### config.mk
export PLATFORM = sky130hd
export DESIGN_NAME = gol_controller
export DESIGN_NICKNAME = d
export VERILOG_FILES = /design/src/rtl/gol_pkg.sv /design/src/rtl/gol_controller_gen_timer.sv /design/src/rtl/gol_controller.sv
export SDC_FILE = /design/constraint.sdc
export NUM_CORES = 1
export LEC_CHECK = 0
export ABC_CLOCK_PERIOD_IN_PS = 4600
export BUFFER_PORTS_ARGS = -buffer_cell sky130_fd_sc_hd__buf_4
export CORE_ASPECT_RATIO = 1.1
export CORE_UTILIZATION = 55
export CTS_BUF_LIST = sky130_fd_sc_hd__clkbuf_2
export CTS_CLUSTER_SIZE = 8
export DETAILED_ROUTE_END_ITERATION = 8
export PLACE_DENSITY = 0.87
export SYNTH_ARGS = -nofsm -noshare
export SYNTH_HDL_FRONTEND = slang
export SYNTH_SLANG_ARGS = --single-unit
### constraint.sdc
create_clock -name clk -period 4.6 [get_ports clk]
set_clock_uncertainty 0.1 [all_clocks]
set_input_delay 1.38 -clock clk [delete_from_list [all_inputs] [get_ports clk]]
set_output_delay 1.38 -clock clk [all_outputs]
set_load 0.01 [all_outputs]
### src/rtl/gol_pkg.sv
// Shared types and constants for the Game of Life controller.
package gol_pkg;

  localparam int unsigned ROWS  = 8;
  localparam int unsigned COLS  = 8;
  localparam int unsigned CELLS = ROWS * COLS;

  typedef logic [CELLS-1:0] grid_t;

  typedef enum logic [1:0] {
    IDLE = 2'd0,
    RUN  = 2'd1,
    HALT = 2'd2
  } ctrl_state_t;

  typedef enum logic [1:0] {
    NONE    = 2'd0,
    EXTINCT = 2'd1,
    STABLE  = 2'd2,
    LIMIT   = 2'd3
  } halt_cause_t;

endpackage

### src/rtl/gol_controller_gen_timer.sv
// Interval down-counter: load sets the count, dec walks it toward zero.
module gen_timer #(
  parameter int unsigned W = 24
) (
  input  logic         clk,
  input  logic         reset_n,
  input  logic         load_i,
  input  logic         dec_i,
  input  logic [W-1:0] value_i,
  output logic         expire_c
);

  logic [W-1:0] cnt_q, cnt_d;

  always_comb begin
    cnt_d = cnt_q;
    if (load_i) begin
      cnt_d = value_i;
    end else if (dec_i && (cnt_q != '0)) begin
      cnt_d = cnt_q - W'(1);
    end
  end

  always_ff @(posedge clk or negedge reset_n) begin
    if (!reset_n) begin
      cnt_q <= '0;
    end else begin
      cnt_q <= cnt_d;
    end
  end

  assign expire_c = (cnt_q == '0);

endmodule

### src/rtl/gol_controller.sv
// Generation register, run/step control and halt detection for the Life engine.
module gol_controller
  import gol_pkg::*;
#(
  parameter int unsigned       ROWS    = gol_pkg::ROWS,
  parameter int unsigned       COLS    = gol_pkg::COLS,
  parameter int unsigned       GEN_W   = 16,
  parameter logic [GEN_W-1:0]  MAX_GEN = 16'hFFFF,
  parameter int unsigned       IVL_W   = 24
) (
  input  logic                   clk,
  input  logic                   reset_n,
  input  logic                   seed_valid,
  input  logic [ROWS*COLS-1:0]   seed_data,
  output logic                   seed_ready,
  input  logic                   start,
  input  logic                   stop,
  input  logic                   step,
  input  logic [IVL_W-1:0]       interval,
  input  logic [ROWS*COLS-1:0]   grid_evolve,
  output logic [ROWS*COLS-1:0]   grid,
  output logic [GEN_W-1:0]       gen_count,
  output logic                   gen_valid,
  output logic                   running,
  output logic                   halted,
  output logic [1:0]             halt_cause
);

  localparam int unsigned NCELL = ROWS * COLS;

  ctrl_state_t        state_q, state_d;
  halt_cause_t        cause_q, cause_d;
  logic [NCELL-1:0]   grid_q, grid_d;
  logic [GEN_W-1:0]   gen_q, gen_d, gen_inc;
  logic               gv_q, gv_d;
  logic               seed_acc;
  logic               timer_load, timer_dec, timer_expire;

  gen_timer #(.W(IVL_W)) u_timer (
    .clk      (clk),
    .reset_n  (reset_n),
    .load_i   (timer_load),
    .dec_i    (timer_dec),
    .value_i  (interval),
    .expire_c (timer_expire)
  );

  // Generation counter saturates at MAX_GEN rather than wrapping.
  assign gen_inc  = (gen_q >= MAX_GEN) ? gen_q : gen_q + GEN_W'(1);
  assign seed_acc = seed_valid && (state_q != RUN);

  always_comb begin
    state_d    = state_q;
    cause_d    = cause_q;
    grid_d     = grid_q;
    gen_d      = gen_q;
    gv_d       = 1'b0;
    timer_load = 1'b0;
    timer_dec  = 1'b0;
    if (seed_acc) begin
      grid_d  = seed_data;
      gen_d   = '0;
      cause_d = NONE;
      state_d = IDLE;
    end else begin
      case (state_q)
        IDLE: begin
          if (start) begin
            if (grid_q == '0) begin
              state_d = HALT;
              cause_d = EXTINCT;
            end else begin
              state_d    = RUN;
              timer_load = 1'b1;
            end
          end else if (step) begin
            grid_d = grid_evolve;
            gen_d  = gen_inc;
            gv_d   = 1'b1;
          end
        end
        RUN: begin
          if (stop) begin
            state_d = IDLE;
          end else if (!timer_expire) begin
            timer_dec = 1'b1;
          end else begin
            grid_d     = grid_evolve;
            gen_d      = gen_inc;
            gv_d       = 1'b1;
            timer_load = 1'b1;
            // Final generation is committed even when it triggers a halt.
            if (grid_evolve == '0) begin
              state_d = HALT;
              cause_d = EXTINCT;
            end else if (grid_evolve == grid_q) begin
              state_d = HALT;
              cause_d = STABLE;
            end else if (gen_inc == MAX_GEN) begin
              state_d = HALT;
              cause_d = LIMIT;
            end
          end
        end
        HALT: begin
        end
        default: begin
          state_d = IDLE;
        end
      endcase
    end
  end

  always_ff @(posedge clk or negedge reset_n) begin
    if (!reset_n) begin
      state_q <= IDLE;
      cause_q <= NONE;
      grid_q  <= '0;
      gen_q   <= '0;
      gv_q    <= 1'b0;
    end else begin
      state_q <= state_d;
      cause_q <= cause_d;
      grid_q  <= grid_d;
      gen_q   <= gen_d;
      gv_q    <= gv_d;
    end
  end

  assign seed_ready = (state_q != RUN);
  assign running    = (state_q == RUN);
  assign halted     = (state_q == HALT);
  assign halt_cause = 2'(cause_q);
  assign grid       = grid_q;
  assign gen_count  = gen_q;
  assign gen_valid  = gv_q;

endmodule

# Word-level counts from Yosys, hierarchy flattened
# Index checks and enable logic that the tools add are counted.
[op_classes] n_addsub=2 magnitude_cmp=1 reduce_logical=12 n_eq_ne=15 n_mux=47
[ops] operator="$mux 64" count=5
[ops] operator="$logic_not 64->1" count=2
[ops] operator="$pmux 64 s2" count=1
[ops] operator="$mux 16" count=6
[ops] operator="$eq 64x64->1" count=1
[ops] operator="$mux 24" count=2
[ops] operator="$mux 2" count=16
[ops] operator="$pmux 16 s2" count=1
[ops] operator="$logic_not 24->1" count=1
[ops] operator="$reduce_bool 24->1" count=1
[ops] operator="$sub 24x1->24 const B" count=1
[ops] operator="$add 16x1->16 const B" count=1
[ops] operator="$eq 16x16->1 const B" count=1
[ops] operator="$ge 16x16->1 const B" count=1
[ops] operator="$mux 1" count=12
[ops] operator="$ne 3x3->1 const B" count=4
[ops] operator="$ne 6x2->1 const B" count=1
[ops] operator="$pmux 2 s3" count=1
[ops] operator="$reduce_and 6->1" count=1
[ops] operator="$ne 5x1->1 const B" count=1
[ops] operator="$reduce_and 5->1" count=1
[ops] operator="$ne 2x1->1 const B" count=2
[ops] operator="$ne 4x2->1 const B" count=1
[ops] operator="$pmux 1 s2" count=2
[ops] operator="10 further kinds" count=11
[word_totals] register_bits=109 out_inout_bits=86

# Depth between registers and ports, before layout
[logic_depth] word_depth=10 ltp_mapped=11

# Modules after synthesis
# A second synthesis with hierarchy kept.
[hier_totals] cells_unflattened=745 area_unflattened_um2=6864.1
[modules_own_cells] module="gol_controller" cells_each=577 n_inst=1 area_per_inst_um2=5371.4
[modules_own_cells] module="gen_timer" cells_each=168 n_inst=1 area_per_inst_um2=1492.7

# Worst setup path before layout
# Ideal clock, no wire load.
[synth_timing] path_type="in2reg" startpoint="input stop" endpoint="register gen_q[11] (netlist: gen_count[11])" path_slack_ns=1.716 arrival_time_ns=2.701 cell_stages=7 setup_ns=0.083 path_cell_list="and3b_1 -> and3_1 -> o22ai_1 -> buf_2 -> buf_2 -> nand2_1 -> o21ai_0"
[synth_via] elab_chain_cells=2
[synth_rtl] item="start: declaration" line_no="gol_controller.sv:17" source="input logic stop,"
[synth_rtl] item="$ne 3x2->1 (no line)"
[synth_rtl] item="$reduce_and 5->1 (no line)"
[synth_rtl] item="end signal: assignment" line_no="gol_controller.sv:125" source="gen_q <= gen_d;"
[synth_rtl] item="end: declaration" line_no="gol_controller.sv:34" source="logic [GEN_W-1:0] gen_q, gen_d, gen_inc;"
# Every way passes these cells.
# A chain may end at the register's enable or synchronous reset.

# Worst setup path after layout
[layout_timing] startpoint="register state_q[1]" endpoint="output running"
[layout_via] elab_chain_cells=1
[layout_rtl] item="start: declaration" line_no="gol_controller.sv:31" source="ctrl_state_t state_q, state_d;"
[layout_rtl] item="start signal: assignment" line_no="gol_controller.sv:122" source="state_q <= state_d;"
[layout_rtl] item="$eq 2x1->1" line_no="gol_controller.sv:131" source="assign running = (state_q == RUN);"
[layout_rtl] item="end: declaration" line_no="gol_controller.sv:24" source="output logic running,"
# Every way passes these cells.

==> flow_summary_export.csv <==
group,metric,value,unit
clocking,path_clk_slew,0.28,ns
place,dp_hpwl,16.9,mm
finish,mostFrequentLayoutCells,"buf_4, dfrtp_1, nand2_1, o21ai_0, mux2i_1",
synth,synth_cell_type_count,65,
synth,syn_inst,743,
sta,setup_viol,0,
global_routing,grt_pass1_vias,6426,
die,row_count,42,
synth,synth_area_per_cell,9.11,sq um
pwr,vdd_drop_max,0.285,mV
clocking,ctsHtreeMaxLevel,3,
place,port_buffers,243,
worst_setup_path,arrival,1.90,ns
detailed_routing,wl_per_cell,19.6,microns
die,die_h,118,microns
finish,area_growth,30.6,%
die,design.portCount,244,
detailed_routing,drt_iter0_markers,582,
sta,fmax,296,MHz
worst_setup_path,worstPathRequired,3.12,ns
min_path,holdPathStages,1,
finish,final_nets,1125,
synth,yosysWarnings,0,
finish,n_antenna_cell,0,
detailed_routing,vias_per_cell,6.15,
global_routing,antenna_found_initial,0,
worst_setup_path,cp_cell_sequence,"nand2b_1 -> inv_1 -> buf_4",
finish,fill_cells,945,
sta,final.setup.tns,0,ns
detailed_routing,drt_wl_total,22.0,mm
worst_setup_path,max_stage_delay,0.54,ns
detailed_routing,drc,0,
die,die_x,108,microns
synth,synth_top_cell_by_area,"dfrtp_1",
clocking,post_cts_buffers,0,
sta,finalCriticalPeriod,3.38,ns
sta,slew_headroom,38.9,%
pwr,p_leak,4.15,nW
detailed_routing,dr.pass1.iters,5,
sta,hold_violations,0,
die,die_area,0.0128,sq mm
die,start_util,56.2,%
synth,synth_area_leaders,"dfrtp_1, mux2i_1, xnor2_1",
finish,mostFrequentLayoutCell,"buf_4",
clocking,cts_tree,"built",
job,cap_violations,0,
clocking,ctsHoldBuffers,0,
synth,async_reset_ff_share,100,%
finish,final_area,0.00884,sq mm
detailed_routing,vias,6905,
worst_setup_path,worstSetupPathType,"reg -> out",
synth,synthFlopType,"dfrtp_1",
worst_setup_path,start_kind,"flip-flop",
worst_setup_path,critPathCaptureType,"output pin",
global_routing,grt_max_degree,133,
sta,worstMarginPinSlew,0.917,ns
sta,fin_crit_sh,73.4,%
sta,maxSlewViolCount,0,
clocking,cts_buffers,9,
synth,synth-seq-area-share,40.3,%
synth,synth_top_cell_area_share,40.3,%
global_routing,grt_pass1_wl,33.8,mm
place,gp_congestion,0.920,
synth,syn_nets,904,
pwr,powerDensity,445,mW/mm^2
clocking,clock_latency,0.64,ns
worst_setup_path,crit_fanout,8,
worst_setup_path,rr_worst_depth,6,
clocking,cts_max_path_buffers,2,
finish,final_layout_size_suffix_gt1_share,29.8,%
clocking,clockRootBuffer,"clkbuf_2",
die,core-area,0.0120,sq mm
clocking,ctsResizeCount,0,
worst_setup_path,cp_slowest_cell,"dfrtp_1",
min_path,hp-class,"reg -> reg",
sta,rsz0062_at_grt,"false",
synth,synth-edff-count,0,
clocking,clock-sinks,109,
place,dpl-instance-area,0.00871,sq mm
synth,netlist_area,0.00677,sq mm
global_routing,grtUsageTotal,34.6,%
run_status,status,"finished clean",
synth,ys_ff_latch,109,
detailed_routing,drtAntennaViolNets,0,
global_routing,globalRoute.totalOverflow,0,
flip-flops by register name (all words and copies together), names as in the netlist:
name,count
grid,64
u_timer.cnt_q,24
gen_count,16
halt_cause,2
state_q,2
gen_valid,1
cells in the mapped netlist, types with 2 or more instances:
| cell | instances |
|---|---|
| o21ai_0 | 91 |
| o211ai_1 | 8 |
| or4_4 | 5 |
| a21o_1 | 2 |
| and4_1 | 4 |
| nor4_2 | 2 |
| o2111ai_1 | 2 |
| o31ai_1 | 3 |
| mux2i_1 | 67 |
| clkbuf_1 | 20 |
| dfrtp_1 | 109 |
| nor4_1 | 39 |
| nor3_1 | 12 |
| o22ai_1 | 2 |
| o22a_1 | 2 |
| xor2_1 | 2 |
| nand4_2 | 2 |
| nand3_1 | 12 |
| nand3_2 | 2 |
| buf_2 | 15 |
| inv_1 | 7 |
| a21oi_1 | 25 |
| and2_1 | 2 |
| a31o_2 | 4 |
| and3_1 | 5 |
| ha_1 | 3 |
| or3_1 | 3 |
| o311ai_0 | 3 |
| nand2_1 | 104 |
| a31oi_1 | 7 |
| xnor2_1 | 66 |
| nand2b_1 | 4 |
| a22oi_1 | 2 |
| a41oi_1 | 2 |
| nand4_1 | 33 |
| nor4_4 | 2 |
| o21ai_1 | 3 |
| nor2_1 | 36 |
| a221o_1 | 2 |
| nor2b_1 | 3 |
| o2bb2ai_1 | 2 |
critical path, delay by kind of cell, from the launching register on:
kind                   cells  cell delay [ns]
buffers and inverters      2             0.34
AND/OR/NAND/NOR            1             0.40
flip-flops                 1             0.54
cells by family (layout without fill, tap and decap cells):
kind of cell             after synthesis  in the layout  synth area share, %
adder cells (fa/ha/maj)                3              3                0.555
AND/OR/NAND/NOR                      279            279                 22.2
multiplexers                          67             67                 9.91
AO/OA/AOI/OAI                        173            173                 15.4
buffers and inverters                 44            269                 2.77
XOR/XNOR                              68             68                 8.80
flip-flops                           109            109                 40.3
path summary, 6_finish.rpt:
check                         startpoint                end  slack [ns]
max                           state_q[1]            running        1.22
min                        halt_cause[0]      halt_cause[0]        0.43
max reg2reg                     grid[43]  u_timer.cnt_q[14]        1.33
min reg2reg                halt_cause[0]      halt_cause[0]        0.43
max in group asynchronous        reset_n      gen_count[12]        2.95
min in group asynchronous        reset_n           grid[26]        0.63
through the flow:
step	utilization, %	hold WS (ns)	instances	power, W	worst slack [ns]
after floorplan	-	0.378	743	0.00254	1.72
after global placement	72.4	0.377	1107	0.00335	1.37
after detailed placement	72.4	0.381	1107	0.00340	1.32
after CTS	73.5	0.439	1122	0.00390	1.21
after global routing	73.5	0.451	1122	0.00414	1.12
final	73.5	0.435	1122	0.00393	1.22
power breakdown:
| part | internal (W) | total (W) | switching, W |
|---|---|---|---|
| registers | 0.00126 | 0.00170 | 0.000436 |
| clock network | 0.000178 | 0.000517 | 0.000339 |
| logic | 0.000829 | 0.00171 | 0.000885 |
metal layers:
layer	vias up	part of all wire [%]	global-route usage, %
met2	352	48	55.4
met5	-	0	0
met3	56	7.4	5.74
met4	0	4.0	14.9
met1	3313	41	46.1
li1	3184	-	-
final cells by class:
| type | count | area [sq um] | share of cell area, % |
|---|---|---|---|
| inverters | 8 | 30.0 | 0.340 |
| flip-flops and latches | 109 | 2730 | 30.9 |
| multi-input cells | 590 | 3870 | 43.8 |
| clock inverters | 6 | 87.6 | 0.991 |
| well taps | 154 | 193 | 2.18 |
| repair buffers | 246 | 1880 | 21.3 |
| clock buffers | 9 | 45.0 | 0.510 |
(Power assumes the default switching activity.)
